### config.mk
export PLATFORM = sky130hd
export DESIGN_NAME = layer_scanout
export DESIGN_NICKNAME = d
export VERILOG_FILES = /design/src/rtl/layer_scanout.sv
export SDC_FILE = /design/constraint.sdc
export NUM_CORES = 2
export LEC_CHECK = 0
export CAP_MARGIN = 0
export CORE_AREA = 2 2 621 623
export CTS_CLUSTER_SIZE = 24
export DETAILED_ROUTE_END_ITERATION = 8
export DIE_AREA = 0 0 623 625
export GPL_TIMING_DRIVEN = 1
export MAX_ROUTING_LAYER = met4
export PLACE_DENSITY = 0.35
export SLEW_MARGIN = 20
export SYNTH_ARGS = -nofsm -noshare
export SYNTH_HDL_FRONTEND = slang
export SYNTH_SLANG_ARGS = --single-unit
### constraint.sdc
create_clock -name clk -period 4 [get_ports clk]
set_input_delay 0.4 -clock clk [delete_from_list [all_inputs] [get_ports clk]]
set_output_delay 0.4 -clock clk [all_outputs]
set_load 0.005 [all_outputs]
### src/rtl/layer_scanout.sv
// rtl/layer_scanout.sv - layer buffer frame readout: SRAM chunk reads to a 256x256 pixel stream.
// Optional build macro SCANOUT_COLORKEY_EN blanks the 24'hFF00FF colour key to black.
module layer_scanout #(
    parameter int ADDR_SIZE_BITS  = 18,
    parameter int WORD_SIZE_BYTES = 3,
    parameter int DATA_SIZE_WORDS = 64
) (
    input  logic                                       clk,
    input  logic                                       n_rst,
    input  logic                                       start,
    input  logic                                       layer_num,
    output logic                                       busy,
    output logic                                       frame_done,
    output logic                                       read_enable,
    output logic [ADDR_SIZE_BITS-1:0]                  address,
    input  logic                                       read_valid,
    input  logic [WORD_SIZE_BYTES*DATA_SIZE_WORDS*8-1:0] read_data,
    output logic                                       pix_valid,
    input  logic                                       pix_ready,
    output logic [23:0]                                pix_data,
    output logic [7:0]                                 pix_x,
    output logic [7:0]                                 pix_y
);

    localparam int PIX_W = WORD_SIZE_BYTES * 8;
    localparam int BUF_W = PIX_W * DATA_SIZE_WORDS;
    localparam int IDX_W = $clog2(DATA_SIZE_WORDS);
    localparam logic [IDX_W-1:0]          LAST_IDX    = IDX_W'(DATA_SIZE_WORDS - 1);
    localparam logic [IDX_W-1:0]          IDX_ONE     = IDX_W'(1);
    localparam logic [7:0]                CHUNK_X     = 8'(DATA_SIZE_WORDS);
    localparam logic [7:0]                LAST_X      = 8'(256 - DATA_SIZE_WORDS);
    localparam logic [ADDR_SIZE_BITS-1:0] LAYER1_BASE = ADDR_SIZE_BITS'(65536);

    typedef enum logic [2:0] {
        S_IDLE,
        S_REQ,
        S_WAIT,
        S_STREAM,
        S_DONE
    } state_t;

    state_t                    r_state;
    logic [ADDR_SIZE_BITS-1:0] r_base;
    logic [7:0]                r_x;
    logic [7:0]                r_y;
    logic [IDX_W-1:0]          r_idx;
    logic [BUF_W-1:0]          r_buf;

    logic [IDX_W-1:0]          w_idx_next;
    logic [7:0]                w_x_next;
    logic [7:0]                w_y_next;
    logic                      w_last_chunk;
    logic [ADDR_SIZE_BITS-1:0] w_next_addr;
    logic [ADDR_SIZE_BITS-1:0] w_start_base;
    logic [23:0]               w_buf_pix;

    function automatic logic [23:0] f_key(input logic [23:0] p);
`ifdef SCANOUT_COLORKEY_EN
        return (p == 24'hFF00FF) ? 24'h000000 : p;
`else
        return p;
`endif
    endfunction

    // x wraps on the 8-bit add; the carry out of the last chunk moves to the next row
    assign w_idx_next   = r_idx + IDX_ONE;
    assign w_x_next     = r_x + CHUNK_X;
    assign w_y_next     = (r_x == LAST_X) ? r_y + 8'd1 : r_y;
    assign w_last_chunk = (r_y == 8'hFF) && (r_x == LAST_X);
    assign w_next_addr  = r_base + ADDR_SIZE_BITS'({w_y_next, w_x_next});
    assign w_start_base = layer_num ? LAYER1_BASE : '0;
    assign w_buf_pix    = r_buf[int'(w_idx_next) * PIX_W +: 24];

    always_ff @(posedge clk or negedge n_rst) begin
        if (!n_rst) begin
            r_state     <= S_IDLE;
            r_base      <= '0;
            r_x         <= '0;
            r_y         <= '0;
            r_idx       <= '0;
            r_buf       <= '0;
            busy        <= 1'b0;
            frame_done  <= 1'b0;
            read_enable <= 1'b0;
            address     <= '0;
            pix_valid   <= 1'b0;
            pix_data    <= '0;
            pix_x       <= '0;
            pix_y       <= '0;
        end else begin
            case (r_state)
                S_IDLE: begin
                    frame_done <= 1'b0;
                    if (start) begin
                        r_base      <= w_start_base;
                        r_x         <= '0;
                        r_y         <= '0;
                        busy        <= 1'b1;
                        read_enable <= 1'b1;
                        address     <= w_start_base;
                        r_state     <= S_REQ;
                    end
                end
                S_REQ: begin
                    read_enable <= 1'b0;
                    r_state     <= S_WAIT;
                end
                S_WAIT: begin
                    if (read_valid) begin
                        r_buf     <= read_data;
                        r_idx     <= '0;
                        pix_valid <= 1'b1;
                        pix_data  <= f_key(read_data[23:0]);
                        pix_x     <= r_x;
                        pix_y     <= r_y;
                        r_state   <= S_STREAM;
                    end
                end
                S_STREAM: begin
                    if (pix_ready) begin
                        if (r_idx == LAST_IDX) begin
                            pix_valid <= 1'b0;
                            r_x       <= w_x_next;
                            r_y       <= w_y_next;
                            if (w_last_chunk) begin
                                frame_done <= 1'b1;
                                r_state    <= S_DONE;
                            end else begin
                                read_enable <= 1'b1;
                                address     <= w_next_addr;
                                r_state     <= S_REQ;
                            end
                        end else begin
                            r_idx    <= w_idx_next;
                            pix_data <= f_key(w_buf_pix);
                            pix_x    <= pix_x + 8'd1;
                        end
                    end
                end
                S_DONE: begin
                    frame_done <= 1'b0;
                    busy       <= 1'b0;
                    r_state    <= S_IDLE;
                end
                default: r_state <= S_IDLE;
            endcase
        end
    end

endmodule

==> impl_metrics.json <==
{
  "routed-via-count": 66157,
  "cts.sinks": 1612,
  "core_um2": 384000,
  "io_pins": 1604,
  "yosysUniqueCellTypes": 51,
  "worstSetupPathType": "register to register",
  "fin_util": 0.283,
  "numCtsBuffers": 209,
  "path_max_fanout": 20,
  "synth_edf_count": 0,
  "r2r_slack_ns": 0.17,
  "gp_congestion": 0.956,
  "syn-num-nets": 9228,
  "netlist_area_um2": 72300,
  "grt_usage": 0.233,
  "reg2reg_from": "r_idx[0]",
  "endpoint_kind": "register",
  "hpwlAfterDp_mm": 360,
  "timing.final.ws_setup_ns": 0.171,
  "reg2reg_depth": 9,
  "cts_tree": "built",
  "ant_nets": 0,
  "r2r-end": "pix_data[10]",
  "pre_cts_slack_ns": -0.0119,
  "cts_root_buffer": "clkbuf_16",
  "finalHoldViolCount": 0,
  "die_w_um": 623,
  "crit_chain": "ha_4, buf_12, buf_12, buf_12, mux4_2, a22oi_1, a21oi_1, nor4_1, o211ai_1",
  "drcViolationCount": 0,
  "synth_top_flop_cell": "dfrtp_1",
  "synth.avg_cell_area_um2": 9.42,
  "final_cell_mix": "4709 x nand2_1, 1611 x dfrtp_1, 1601 x clkdlybuf4s50_1, 622 x dlygate4sd3_1, 384 x mux4_2",
  "placed_cells": 14048,
  "rsz0062_at_grt": "no",
  "mostFrequentLayoutCell": "nand2_1",
  "maxCapViolCount": 0,
  "status": "complete, no violations",
  "htreeDepth": 4,
  "cpPeakStageDelay_ns": 0.69,
  "start_kind": "register",
  "ys_ff_latch": 1612,
  "crit_start": "r_idx[0]",
  "core.rowCount": 228,
  "clockBufferDepth": 4,
  "syn_inst": 7682,
  "powerDensity_nw_per_um2": 520,
  "insertion_delay_ns": 0.95,
  "ys_seq_area_frac": 0.558,
  "report.final.slew_viol_count": 0,
  "path_clk_slew_ns": 0.06,
  "vias_per_cell": 4.37,
  "start_util": 0.189,
  "stdcell_count": 15141,
  "hold_ws_ns": 0.0626,
  "fmax_ghz": 0.261,
  "tightest_slew_ns": 1.15,
  "grt_pass1_vias": 69185,
  "post-route-period-util": 0.957,
  "async_flop_share": 1.00,
  "slowest_stage": "a22oi_1",
  "antenna_found_initial": 203,
  "max-slew-margin-rel": 0.234,
  "vdd_ir_drop_max_v": 0.000448,
  "grt_first_pass_wirelength_mm": 605,
  "clock_skew_ns": 0.0832,
  "first_pass_iters": 8,
  "grt_overflow": 0,
  "yosysWarnings": 0,
  "period_minus_slack_ns": 3.83,
  "grt_max_degree": 198,
  "leakage_uw": 0.0503,
  "crit_arrival_ns": 4.64,
  "endpoint": "pix_data[10]",
  "setup_viol": 0,
  "first_iter_violations": 5351,
  "cpMostUsedCell": "buf_12",
  "die_y_um": 625,
  "syn_to_final_growth_pct": 49.9,
  "layout.nets": 11367,
  "hold_class": "input port to asynchronous set/reset pin",
  "worstPathRequired_ns": 4.81,
  "drive_gt1_frac": 0.0963,
  "wire_per_inst_um": 29.8,
  "port_buffers": 1602,
  "die_area_um2": 389000,
  "wirelength_mm": 451,
  "nFillCells": 40771
}
power breakdown:
part	leakage [uW]	internal [uW]	switching [uW]
Sequential	0.0204	18300	1810
Clock	0.00353	11800	8260
Combinational	0.0264	6950	9180
Total	0.0503	37100	19300
cell type report:
cell class	count	area, um^2	share of cell area
clock inverters	89	1180	0.0109
diodes	91	228	0.00210
well taps	5060	6330	0.0584
inverters	3	11.3	0.000104
clock buffers	291	6030	0.0556
flip-flops and latches	1612	40300	0.372
repair buffers	2430	24700	0.227
multi-input cells	5565	29600	0.273
worst min path at each step:
| stage | startpoint | depth (start not counted) | end | slack, ns |
|---|---|---|---|---|
| after CTS | read_data[1250] | 3 | r_buf[1250] | 0.0002 |
| after global placement | n_rst | 1 | r_y[7] | 0.38 |
| after detailed placement | n_rst | 1 | address[10] | 0.38 |
| after floorplan | n_rst | 0 | address[10] | 0.10 |
| after global routing | read_data[1339] | 3 | r_buf[1339] | 0.03 |
| final | n_rst | 2 | address[10] | 0.06 |
worst max-delay path, delay by kind of cell, from the launching register on:
kind | cells | cell delay, ns
buffers and inverters | 3 | 0.69
flip-flops | 1 | 0.62
multiplexers | 1 | 0.29
adder cells (fa/ha/maj) | 1 | 0.52
AO/OA/AOI/OAI | 3 | 1.14
AND/OR/NAND/NOR | 1 | 0.38
routing by layer:
layer / vias up / routed length, um / part of all wire / track usage
met5: - / 0 / 0 / -
met4: 0 / 22100 / 0.049 / 0.0926
met3: 725 / 20500 / 0.045 / 0.0312
met2: 2415 / 219000 / 0.49 / 0.385
met1: 33827 / 189000 / 0.42 / 0.287
li1: 29190 / - / - / -
synthesized netlist by cell type (all sizes together) (3+ instances only):
master | number | share of area
nand2 | 4711 | 0.24
dfrtp | 1612 | 0.56
mux4 | 384 | 0.12
buf | 363 | 0.027
a22oi | 184 | 0.019
clkbuf | 139 | 0.0072
a21oi | 104 | 0.0072
o211ai | 25 | 0.0026
nor4 | 24 | 0.0021
nor2 | 20 | 0.0010
o21ai | 16 | 0.0012
xor2 | 12 | 0.0017
o31ai | 11 | 0.0011
nand3 | 9 | 0.00069
and2 | 8 | 0.00073
a211oi | 5 | 0.00052
a31oi | 5 | 0.00043
nand4 | 5 | 0.00043
xnor2 | 5 | 0.00061
ha | 4 | 0.00069
and3 | 3 | 0.00026
inv | 3 | 0.00016
nand2b | 3 | 0.00026
registers in the layout, indices dropped and copies added (netlist names):
| signal | flops |
|---|---|
| r_y | 8 |
| frame_done | 1 |
| pix_x | 8 |
| r_x | 2 |
| pix_valid | 1 |
| read_enable | 1 |
| busy | 1 |
| r_buf | 1536 |
| address | 12 |
| r_base | 1 |
| r_state | 3 |
| r_idx | 6 |
| pix_data | 24 |
| pix_y | 8 |
metrics by stage:
stage	total power, uW	setup TNS [ns]	instance area (um^2)
final	56300	0	108000
after global routing	58800	0	108000
after CTS	57300	0	108000
after detailed placement	36100	-0.0119	94700
after global placement	36100	-0.0223	94700
after floorplan	26600	0	72300
cell families after synthesis:
| logic type | Yosys count | synth area share |
|---|---|---|
| AO/OA/AOI/OAI | 362 | 0.0336 |
| XOR/XNOR | 17 | 0.00227 |
| adder cells (fa/ha/maj) | 4 | 0.000692 |
| buffers and inverters | 505 | 0.0346 |
| flip-flops | 1612 | 0.558 |
| multiplexers | 388 | 0.120 |
| other | 1 | 0.0000518 |
| AND/OR/NAND/NOR | 4793 | 0.251 |
repair_timing:
| item | in CTS | in global routing |
|---|---|---|
| hold endpoints to repair | 791 | 0 |
| gates resized for setup | 0 | 1 |
| hold buffers | 622 | 0 |
| buffers inserted | 0 | 0 |
| setup endpoints to repair | 0 | 1 |
No activity file was read; power rests on OpenSTA's default activity.
